==> src/rtl/pwm_pulse_determination.sv <==
// PWM pulse determination: turns a 7-bit duty value into a high-side / low-side
// PWM pair over a fixed number of phase steps. The duty is double-buffered and
// only changes at period boundaries. Dead time keeps both outputs low around
// every polarity change so the half-bridge never conducts shoot-through.
module pwm_pulse_determination #(
    parameter int unsigned PERIOD_STEPS = 64,
    parameter int unsigned PRESCALE     = 1,
    parameter int unsigned DEADTIME     = 2
) (
    input  logic       sysclk,
    input  logic       sysrst_n,
    input  logic       enable,
    input  logic [6:0] duty_in,
    output logic       pwm_out,
    output logic       pwm_out_n,
    output logic       period_start,
    output logic [6:0] duty_active,
    output logic       clamp_flag
);

    localparam int unsigned DUTY_W  = 7;
    localparam int unsigned PHASE_W = (PERIOD_STEPS > 1) ? $clog2(PERIOD_STEPS) : 1;
    localparam int unsigned PRE_W   = (PRESCALE > 1) ? $clog2(PRESCALE) : 1;
    localparam int unsigned DT_W    = (DEADTIME > 0) ? $clog2(DEADTIME + 1) : 1;

    localparam logic [DUTY_W-1:0]  DUTY_FULL  = DUTY_W'(PERIOD_STEPS);
    localparam logic [PHASE_W-1:0] PHASE_LAST = PHASE_W'(PERIOD_STEPS - 1);
    localparam logic [PRE_W-1:0]   PRE_LAST   = PRE_W'(PRESCALE - 1);
    localparam logic [DT_W-1:0]    DT_LOAD    = DT_W'(DEADTIME);
    localparam logic [DT_W-1:0]    DT_ONE     = DT_W'(1);

    typedef enum logic [1:0] {
        StOff,
        StHi,
        StLo,
        StDt
    } state_e;

    // Timebase
    logic [PRE_W-1:0]   prescale_cnt_q;
    logic [PHASE_W-1:0] phase_q;
    logic               tick;

    // Duty buffering and raw compare
    logic [DUTY_W-1:0]  shadow_q;
    logic               clamp_q;
    logic               period_start_q;
    logic               raw_q;
    logic               load_evt;
    logic               over_range;
    logic [DUTY_W-1:0]  duty_clamped;
    logic [DUTY_W-1:0]  eff_duty;
    logic               raw_d;

    // Output stage
    state_e             state_q;
    logic               target_hi_q;
    logic [DT_W-1:0]    dt_cnt_q;
    logic               pwm_hi_q;
    logic               pwm_lo_q;

    // Load decision, clamping and the phase-vs-duty compare
    always_comb begin
        tick         = (prescale_cnt_q == PRE_LAST);
        load_evt     = enable && (phase_q == '0) && (prescale_cnt_q == '0);
        over_range   = (duty_in > DUTY_FULL);
        duty_clamped = over_range ? DUTY_FULL : duty_in;
        // A freshly loaded duty must act in the very cycle it is loaded
        eff_duty     = load_evt ? duty_clamped : shadow_q;
        // 7-bit compare so a full-scale duty exceeds every phase value
        raw_d        = enable && (DUTY_W'(phase_q) < eff_duty);
    end

    // Prescaler and phase counter; both parked at zero while disabled
    always_ff @(posedge sysclk or negedge sysrst_n) begin
        if (!sysrst_n) begin
            prescale_cnt_q <= '0;
            phase_q        <= '0;
        end else if (!enable) begin
            prescale_cnt_q <= '0;
            phase_q        <= '0;
        end else if (tick) begin
            prescale_cnt_q <= '0;
            if (phase_q == PHASE_LAST) begin
                phase_q <= '0;
            end else begin
                phase_q <= phase_q + 1'b1;
            end
        end else begin
            prescale_cnt_q <= prescale_cnt_q + 1'b1;
        end
    end

    // Shadow duty, clamp indication and period strobe update on a load event
    always_ff @(posedge sysclk or negedge sysrst_n) begin
        if (!sysrst_n) begin
            shadow_q       <= '0;
            clamp_q        <= 1'b0;
            period_start_q <= 1'b0;
        end else begin
            period_start_q <= load_evt;
            if (load_evt) begin
                shadow_q <= duty_clamped;
                clamp_q  <= over_range;
            end
        end
    end

    // Raw PWM level, one cycle behind the phase it was computed from
    always_ff @(posedge sysclk or negedge sysrst_n) begin
        if (!sysrst_n) begin
            raw_q <= 1'b0;
        end else begin
            raw_q <= raw_d;
        end
    end

    // Output FSM: break-before-make between the two sides, outputs registered
    // alongside the state. In DT the target follows raw_q, and any change of
    // target restarts the dead-time count.
    always_ff @(posedge sysclk or negedge sysrst_n) begin
        if (!sysrst_n) begin
            state_q     <= StOff;
            target_hi_q <= 1'b0;
            dt_cnt_q    <= '0;
            pwm_hi_q    <= 1'b0;
            pwm_lo_q    <= 1'b0;
        end else if (!enable) begin
            state_q     <= StOff;
            target_hi_q <= 1'b0;
            dt_cnt_q    <= '0;
            pwm_hi_q    <= 1'b0;
            pwm_lo_q    <= 1'b0;
        end else begin
            unique case (state_q)
                StOff: begin
                    if (DEADTIME == 0) begin
                        state_q  <= StLo;
                        pwm_hi_q <= 1'b0;
                        pwm_lo_q <= 1'b1;
                    end else begin
                        state_q     <= StDt;
                        target_hi_q <= 1'b0;
                        dt_cnt_q    <= DT_LOAD;
                        pwm_hi_q    <= 1'b0;
                        pwm_lo_q    <= 1'b0;
                    end
                end
                StHi: begin
                    if (!raw_q) begin
                        if (DEADTIME == 0) begin
                            state_q  <= StLo;
                            pwm_hi_q <= 1'b0;
                            pwm_lo_q <= 1'b1;
                        end else begin
                            state_q     <= StDt;
                            target_hi_q <= 1'b0;
                            dt_cnt_q    <= DT_LOAD;
                            pwm_hi_q    <= 1'b0;
                            pwm_lo_q    <= 1'b0;
                        end
                    end
                end
                StLo: begin
                    if (raw_q) begin
                        if (DEADTIME == 0) begin
                            state_q  <= StHi;
                            pwm_hi_q <= 1'b1;
                            pwm_lo_q <= 1'b0;
                        end else begin
                            state_q     <= StDt;
                            target_hi_q <= 1'b1;
                            dt_cnt_q    <= DT_LOAD;
                            pwm_hi_q    <= 1'b0;
                            pwm_lo_q    <= 1'b0;
                        end
                    end
                end
                StDt: begin
                    if (raw_q != target_hi_q) begin
                        target_hi_q <= raw_q;
                        dt_cnt_q    <= DT_LOAD;
                    end else if (dt_cnt_q == DT_ONE) begin
                        state_q  <= target_hi_q ? StHi : StLo;
                        pwm_hi_q <= target_hi_q;
                        pwm_lo_q <= !target_hi_q;
                    end else begin
                        dt_cnt_q <= dt_cnt_q - 1'b1;
                    end
                end
                default: begin
                    state_q  <= StOff;
                    pwm_hi_q <= 1'b0;
                    pwm_lo_q <= 1'b0;
                end
            endcase
        end
    end

    assign pwm_out      = pwm_hi_q;
    assign pwm_out_n    = pwm_lo_q;
    assign period_start = period_start_q;
    assign duty_active  = shadow_q;
    assign clamp_flag   = clamp_q;

endmodule

==> config.mk <==
export PLATFORM = sky130hd
export DESIGN_NAME = pwm_pulse_determination
export DESIGN_NICKNAME = d
export VERILOG_FILES = /design/src/rtl/pwm_pulse_determination.sv
export SDC_FILE = /design/constraint.sdc
export NUM_CORES = 1
export LEC_CHECK = 0
export ABC_AREA = 1
export CORE_UTILIZATION = 30
export CTS_CLUSTER_DIAMETER = 50
export DETAILED_ROUTE_END_ITERATION = 16
export GPL_ROUTABILITY_DRIVEN = 0
export GPL_TIMING_DRIVEN = 1
export PLACE_DENSITY_LB_ADDON = 0.15
export SLEW_MARGIN = 10
export SYNTH_ARGS = -nofsm -noshare
export SYNTH_HDL_FRONTEND = slang
export SYNTH_SLANG_ARGS = --single-unit
==> constraint.sdc <==
create_clock -name sysclk -period 4.66 [get_ports sysclk]
set_input_delay 0.466 -clock sysclk [delete_from_list [all_inputs] [get_ports sysclk]]
set_output_delay 0.466 -clock sysclk [all_outputs]
set_load 0.01 [all_outputs]
Yosys cells after proc, flatten, opt, wreduce, memory -nomap -nowiden

Index checks and enable logic that the tools add are counted.

Flip-flop bits (word level): 24
Bits in latches: 0
Bits in writable memories: 0
ROM bits: 0
Bits of input ports: 10
Output and inout port bits: 11
Word-level logic and storage cells: 73
Memories kept: 0

$add $sub $neg: 3
$mul: 0
Divide/modulo/power cells: 0
Order comparisons: 2
Eq/ne operators: 13
Shift operators: 0
Muxes and demuxes: 34
Bitwise operators: 1
Reduce and logical (&&, ||, !) cells: 9

Operator list:

| operator              | number |
|---|---|
| $mux W2               | 11 |
| $mux W6               | 3 |
| $pmux W2 S4           | 2 |
| $ne A3 B3 Y1 const B  | 5 |
| $mux W7               | 2 |
| $mux W1               | 13 |
| $pmux W1 S4           | 3 |
| $gt A7 B7 Y1 const B  | 1 |
| $lt A6 B7 Y1          | 1 |
| $add A6 B1 Y6 const B | 1 |
| $eq A6 B6 Y1 const B  | 1 |
| $logic_not A6 Y1      | 1 |
| $reduce_and A3 Y1     | 2 |
| $eq A2 B1 Y1 const B  | 2 |
| $eq A2 B2 Y1 const B  | 2 |
| $ne A4 B4 Y1 const B  | 1 |
| $reduce_and A4 Y1     | 1 |
| $logic_and A1 B1 Y1   | 3 |
| $logic_not A2 Y1      | 1 |
| $ne A2 B2 Y1 const B  | 1 |
| $sub A2 B1 Y2 const B | 1 |
| $add A1 B1 Y1 const B | 1 |
| $logic_not A1 Y1      | 1 |
| $ne A1 B1 Y1          | 1 |
| $not A1 Y1            | 1 |

Logic depth before layout (Yosys ltp)

Gate-level depths: netlist of the first run.

Word-level depth: 6
Gate-level depth with buffers: 15
Gate-level depth less buffers: 15

Worst setup path after synthesis of the first run

OpenSTA, ideal clock, no wires.

Kind: register to register
Start: register phase_q[0]
End: register raw_q
Library setup time: 0.073 ns
Arrival time: 1.927 ns
Data required time: 4.587 ns
Setup slack: 2.660 ns
Cell stages (with the launch flop): 15
Path buffers: 0
Clock period less this slack: 2.000 ns
Path through: dfrtp_1 > inv_1 > ha_1 > inv_1 > nor2_2 > nand2_2 > nor2_8 > nand2_4 > o22ai_1 > inv_1 > ha_1 > a21o_1 > nand2_1 > nand3_1 > a21oi_2

Cells in the longest elaborated chain, start to end: 6

Ends and longest elaborated chain:

| item                             | line | RTL |
|---|---|---|
| start: declaration               | 41   | `logic [PHASE_W-1:0] phase_q;` |
| start signal: assignment         | 87   | `phase_q <= phase_q + 1'b1;` |
| $logic_not A6 Y1                 | 65   | `load_evt = enable && (phase_q == '0) && (prescale_cnt_q == '0);` |
| $logic_and A1 B1 Y1 (2 in a row) | 65   |  |
| net load_evt                     | 49   | `logic load_evt;` |
| $mux W7                          | --   |  |
| net eff_duty[5]                  | 52   | `logic [DUTY_W-1:0] eff_duty;` |
| $lt A6 B7 Y1                     | 71   | `raw_d = enable && (DUTY_W'(phase_q) < eff_duty);` |
| $logic_and A1 B1 Y1              | 71   |  |
| net raw_d                        | 53   | `logic raw_d;` |
| end signal: assignment           | 114  | `raw_q <= raw_d;` |
| end: declaration                 | 48   | `logic raw_q;` |

The timed path passes the listed nets, and every way through them passes these cells.
A chain may end at the register's enable or synchronous reset.

Worst setup path after layout of the first run

Start: input enable
End: register raw_q

Cells in the longest elaborated chain, start to end: 5

Ends and longest elaborated chain:

| item                             | line | RTL |
|---|---|---|
| start: declaration               | 12   | `input logic enable,` |
| $logic_and A1 B1 Y1 (2 in a row) | 65   |  |
| net load_evt                     | 49   |  |
| $mux W7                          | --   |  |
| net eff_duty[5]                  | 52   |  |
| $lt A6 B7 Y1                     | 71   |  |
| $logic_and A1 B1 Y1              | 71   |  |
| net raw_d                        | 53   |  |

The timed path passes the listed nets, and every way through them passes these cells.

==> metrics.yaml, run 1 <==
critical_path_required_ns: 4.87
crit_path_end_kind: "flip-flop"
finalHoldViolCount: 0
grt_max_degree: 24
grt_overflow_total: 0
synth_common_cells: "inv_1 (31), dfrtp_1 (23), nand2_1 (22)"
die_h_um: 68.5
synth-main-ff-cell: "dfrtp_1"
p_leak_nw: 0.778
dieArea_um2: 4690
finalCritPeriodShare: 0.522
htreeDepth: 1
cts_setup_buffers: 0
clock-sinks: 23
slowest_delay_ns: 0.78
irDropWorstVdd_mv: 0.103
crit_fanout: 10
cpMaxStageDelayCell: "clkdlybuf4s50_1"
clock_latency_ns: 0.27
grt_usage: 0.139
synth_area_um2: 1330
io_buffers: 20
cts_tree: "done"
initial_utilization: 0.322
vias: 1034
rsz0062_at_grt: "no"
ys_top_cells_by_area: "dfrtp_1 (43%), inv_1 (8.8%), ha_1 (7.6%)"
maxSlewViolCount: 0
postRouteAntennaNets: 0
cts_buffer_depth: 2
crit_chain: "clkdlybuf4s50_1 -> nand2_4 -> nor2_8 -> nand2_4 -> o22ai_1 -> inv_1 -> ha_1 -> a21o_1 -> nand2_1 -> nand3_1 -> a21oi_2"
totalWireLength_um: 2660
cpMostUsedCell: "nand2_4"
critPathArrivalTime_ns: 2.64
yosysWarnings: 0
drc: 0
syn2layout_area_growth_pct: 22.5
synth_seq_cells: 23
antenna_found_initial: 0
dp_hpwl_um: 2030
yosysTopAreaCellShare: 0.434
async_flop_share: 1.00
n_fill_cell: 423
cp-start-kind: "input port"
totalNegativeSetupSlack_ns: 0
yosysTopAreaCell: "dfrtp_1"
grt_pass1_wl_um: 4640
synth_edf_count: 0
rows: 23
drive_gt1_frac: 0.125
clkTransAtPathRegs_ns: 0.09
ys_types: 31
antenna-diode-count: 0
cts_hold_buffers: 0
core_um2: 4120
firstDrtPassIters: 4
routed_via_density: 4.58
synthesis.nets: 171
wl_per_cell_um: 11.8
syn_inst: 153
grt_pass1_vias: 989
max_clock_freq_mhz: 411
p_total_mw: 0.581
cts_made_buffers: 3
hp-class: "flip-flop to flip-flop"
synth_seq_area_share: 0.434
fin_nets: 195
critical_path_class: "input port to flip-flop"
status: "complete, no violations"
finalSetupViolations: 0
drtIter0Drc: 41
ff2ff_setup_slack_ns: 2.45
p_per_area_nw_per_um2: 358
ctsResizeCount: 0
period_minus_slack_ns: 2.43
syn_avg_cell_area_um2: 8.66
dieWidth_um: 68.5
num_io_pins: 21
drv_cap: 0
relSlewSlack: 0.282
cts_root_buf: "clkbuf_8"
worstMarginPinSlew_ns: 1.07
finClkSkew_ns: 0.00234
synth.most_common_cell: "inv_1"
-- sequential cells by signal (all words and copies together) (netlist names) --
signal,count
clamp_flag,1
dt_cnt_q,2
duty_active,7
period_start,1
phase_q,6
pwm_out,1
pwm_out_n,1
raw_q,1
state_q,2
target_hi_q,1
-- logic make-up after synthesis --
logic type	synth area share
buf+inv	0.104
flops	0.434
xor+xnor	0.0255
compound gates	0.124
simple gates	0.237
fa+ha+maj	0.0755
-- layer usage --
layer  GRT usage  routed length [um]  up-vias  part of all wire
met5           0                   0        -                 0
met4      0.0807                  63        0             0.024
met3      0.0283                  98        5             0.037
met2       0.203                1140       20              0.43
met1       0.187                1350      476              0.51
li1            -                   -      533                 -
-- cell usage in the layout, fill, tap and decap left out, drive strengths merged, types with 2 or more instances in the layout --
| cell type | instances |
|---|---|
| nand2 | 28 |
| a21oi | 6 |
| inv | 33 |
| clkbuf | 3 |
| nand3 | 10 |
| o22ai | 5 |
| xnor2 | 2 |
| o211ai | 2 |
| ha | 8 |
| nand4 | 3 |
| o21ai | 9 |
| dfrtp | 23 |
| nor2 | 17 |
| and2 | 2 |
| clkdlybuf4s50 | 20 |
-- worst max-delay path: cells and delay by family --
family / cells / cell delay (ns)
buffers and inverters: 2 / 0.85
AND/OR/NAND/NOR: 5 / 0.56
AO/OA/AOI/OAI: 3 / 0.45
adder cells (fa/ha/maj): 1 / 0.32
-- metrics by stage --
step	instance area (um^2)	cells	hold WS [ns]	worst slack, ns	util
after floorplan	1330	153	0.170	2.66	-
after global placement	1580	222	0.469	1.99	0.383
after detailed placement	1580	222	0.466	1.93	0.383
after CTS	1620	226	0.490	2.21	0.394
after global routing	1620	226	0.537	2.05	0.394
final	1620	226	0.484	2.23	0.394
-- worst paths after layout --
path	start	endpoint	depth (start not counted)
max	enable	raw_q$_DFF_PN0_	11
max in group asynchronous	sysrst_n	state_q[1]$_DFFE_PN0P_	1
min	clamp_flag$_DFFE_PN0N_	clamp_flag$_DFFE_PN0N_	2
min reg2reg	clamp_flag$_DFFE_PN0N_	clamp_flag$_DFFE_PN0N_	2
min in group asynchronous	sysrst_n	period_start$_DFF_PN0_	1
max reg2reg	phase_q[0]$_DFF_PN0_	raw_q$_DFF_PN0_	14
-- layout make-up --
type / instances / area (um^2) / area share
clock buffers: 3 / 41.3 / 0.0254
clock inverters: 1 / 5.00 / 0.00308
multi-input cells: 96 / 612 / 0.377
well taps: 50 / 62.6 / 0.0386
flip-flops and latches: 23 / 576 / 0.355
inverters: 33 / 126 / 0.0779
repair buffers: 20 / 200 / 0.123
-- power breakdown --
group / total, mW / switching, mW / internal (mW) / leakage (nW)
Sequential: 0.255 / 0.0236 / 0.231 / 0.299
Combinational: 0.197 / 0.112 / 0.0852 / 0.454
Clock: 0.129 / 0.0695 / 0.0599 / 0.0255
Total: 0.581 / 0.205 / 0.376 / 0.778
No activity file was read; power rests on OpenSTA's default activity.
==> inputs of run 2 (changes only) <==
Clock period 4.66 ns to 2.4 ns, I/O delays scaled along.
==> run 2 against run 1 <==
Register-to-register slack lost 2.2 ns. Critical path depth grew 5. Combinational power grew 100%. Cell count grew 2.7%. Sequential share of layout area shrank 1.1 points. Final area grew 3.2%.
==> metrics.yaml, run 2 (synthesis gave the netlist of run 1 again) <==
io_buffers: 20
internal_power_mw: 0.743
wl_per_cell_um: 11.6
num_io_pins: 21
stdcell_count: 232
routed_via_density: 4.50
finalCritPeriodShare: 0.885
finalSetupViolations: 0
clkPwrFrac: 0.220
crit_path_end_kind: "flip-flop"
final_common_cell: "inv_1"
place_ws_ns: 0.165
rsz0062_at_grt: "no"
maxSlewViolCount: 0
period_minus_slack_ns: 2.12
layout_common_cells: "inv_1 (31), dfrtp_1 (23), nand2_1 (22)"
totalWireLength_um: 2700
fin_nets: 201
irDropWorstVdd_mv: 0.350
critical_path_class: "flip-flop to flip-flop"
n_fill_cell: 424
antenna-diode-count: 0
hp-class: "input port to async pin"
drv_cap: 0
swShare: 0.349
drtIter0Drc: 46
firstDrtPassIters: 4
finalHoldViolCount: 0
relSlewSlack: 0.793
dieArea_um2: 4690
placed_cells: 224
grt_pass1_vias: 1057
die_h_um: 68.5
htreeDepth: 1
totalNegativeSetupSlack_ns: 0
postRouteAntennaNets: 0
largest_reg_flops: 7
cp-start-kind: "flip-flop"
max_clock_freq_mhz: 471
finClkSkew_ns: 0.00529
cts_buffer_depth: 2
fin_ws_ns: 0.275
cts_made_buffers: 3
worstMarginPinSlew_ns: 0.311
cts_tree: "done"
drive_gt1_frac: 0.159
crit_fanout: 5
seqPwrFrac: 0.435
rows: 23
critical_path_required_ns: 2.61
initial_utilization: 0.322
dp_hpwl_um: 2100
dieWidth_um: 68.5
antenna_found_initial: 0
p_switching_mw: 0.398
grt_max_degree: 24
status: "complete, no violations"
p_leak_nw: 0.810
grt_usage: 0.137
drc: 0
clock-sinks: 23
grt_pass1_wl_um: 4700
grt_overflow_total: 0
critPathArrivalTime_ns: 2.33
clkTransAtPathRegs_ns: 0.09
comb_power_share: 0.345
syn2layout_area_growth_pct: 26.3
core_um2: 4120
clock_latency_ns: 0.27
vias: 1045
cts_root_buf: "clkbuf_8"
p_per_area_nw_per_um2: 682
## run 2: cell types whose count changed in the layout (fill, tap and decap cells not counted)
| cell | change |
|---|---|
| o22ai_1 | -1 |
| o22ai_2 | +1 |
| buf_4 | +6 |
## run 2: per-layer routing
layer  part of all wire  routed length, um  GRT usage
met1               0.50               1360      0.179
met2               0.45               1200      0.217
met3              0.039                106     0.0400
met4              0.011                 31     0.0391
met5                  0                  0          0
## run 2: power by group through the flow
stage	Combinational, mW	Clock, mW	Sequential, mW
global route	0.449	0.278	0.507
finish	0.394	0.251	0.496
detailed placement	0.384	0	0.506
floorplan	0.242	0	0.510
CTS	0.386	0.261	0.498
global placement	0.381	0	0.502
## run 2: critical path, cell delays in order (launching register included)
cell     delay, ns
dfrtp_1       0.41
inv_1         0.11
ha_1          0.17
inv_1         0.05
nor2_2        0.09
nand2_2       0.09
nor2_8        0.15
buf_4         0.12
nand2_1       0.04
o21ai_1       0.17
inv_1         0.07
ha_1          0.27
nand2_1       0.06
inv_1         0.03
nand2_1       0.05
nand2_1       0.07
a21oi_2       0.11
## run 2: layout make-up
type | count | area (um^2) | area share
Clock buffer | 3 | 41.3 | 0.0247
Clock inverter | 1 | 5.00 | 0.00299
Inverter | 33 | 126 | 0.0755
Multi-Input combinational cell | 96 | 618 | 0.369
Sequential cell | 23 | 576 | 0.344
Tap cell | 50 | 62.6 | 0.0374
Timing Repair Buffer | 26 | 245 | 0.146
## run 2: worst paths after layout
path                                     endpoint  slack [ns]                 start  depth (start not counted)
min reg2reg                  phase_q[0]$_DFF_PN0_        0.49  phase_q[0]$_DFF_PN0_                          1
max                               raw_q$_DFF_PN0_        0.28  phase_q[0]$_DFF_PN0_                         16
min in group sysclk          phase_q[0]$_DFF_PN0_        0.49  phase_q[0]$_DFF_PN0_                          1
max in group asynchronous    phase_q[3]$_DFF_PN0_        1.84              sysrst_n                          2
max reg2reg                       raw_q$_DFF_PN0_        0.28  phase_q[0]$_DFF_PN0_                         16
min                        period_start$_DFF_PN0_        0.32              sysrst_n                          2
## run 2: metrics by stage
step	power, mW	utilization	hold WS [ns]	area, um^2
3_5_place_dp	0.889	0.387	0.478	1590
2_1_floorplan	0.752	-	-0.0556	1330
6_report	1.14	0.407	0.317	1670
3_3_place_gp	0.884	0.387	0.469	1590
5_1_grt	1.24	0.407	0.363	1670
4_1_cts	1.14	0.398	0.321	1640
## run 2: repair_timing
item | 4_1_cts | 5_1_grt
hold buffers | 0 | 0
setup buffers | 0 | 4
gates resized for setup | 0 | 1
setup endpoints to repair | 0 | 1
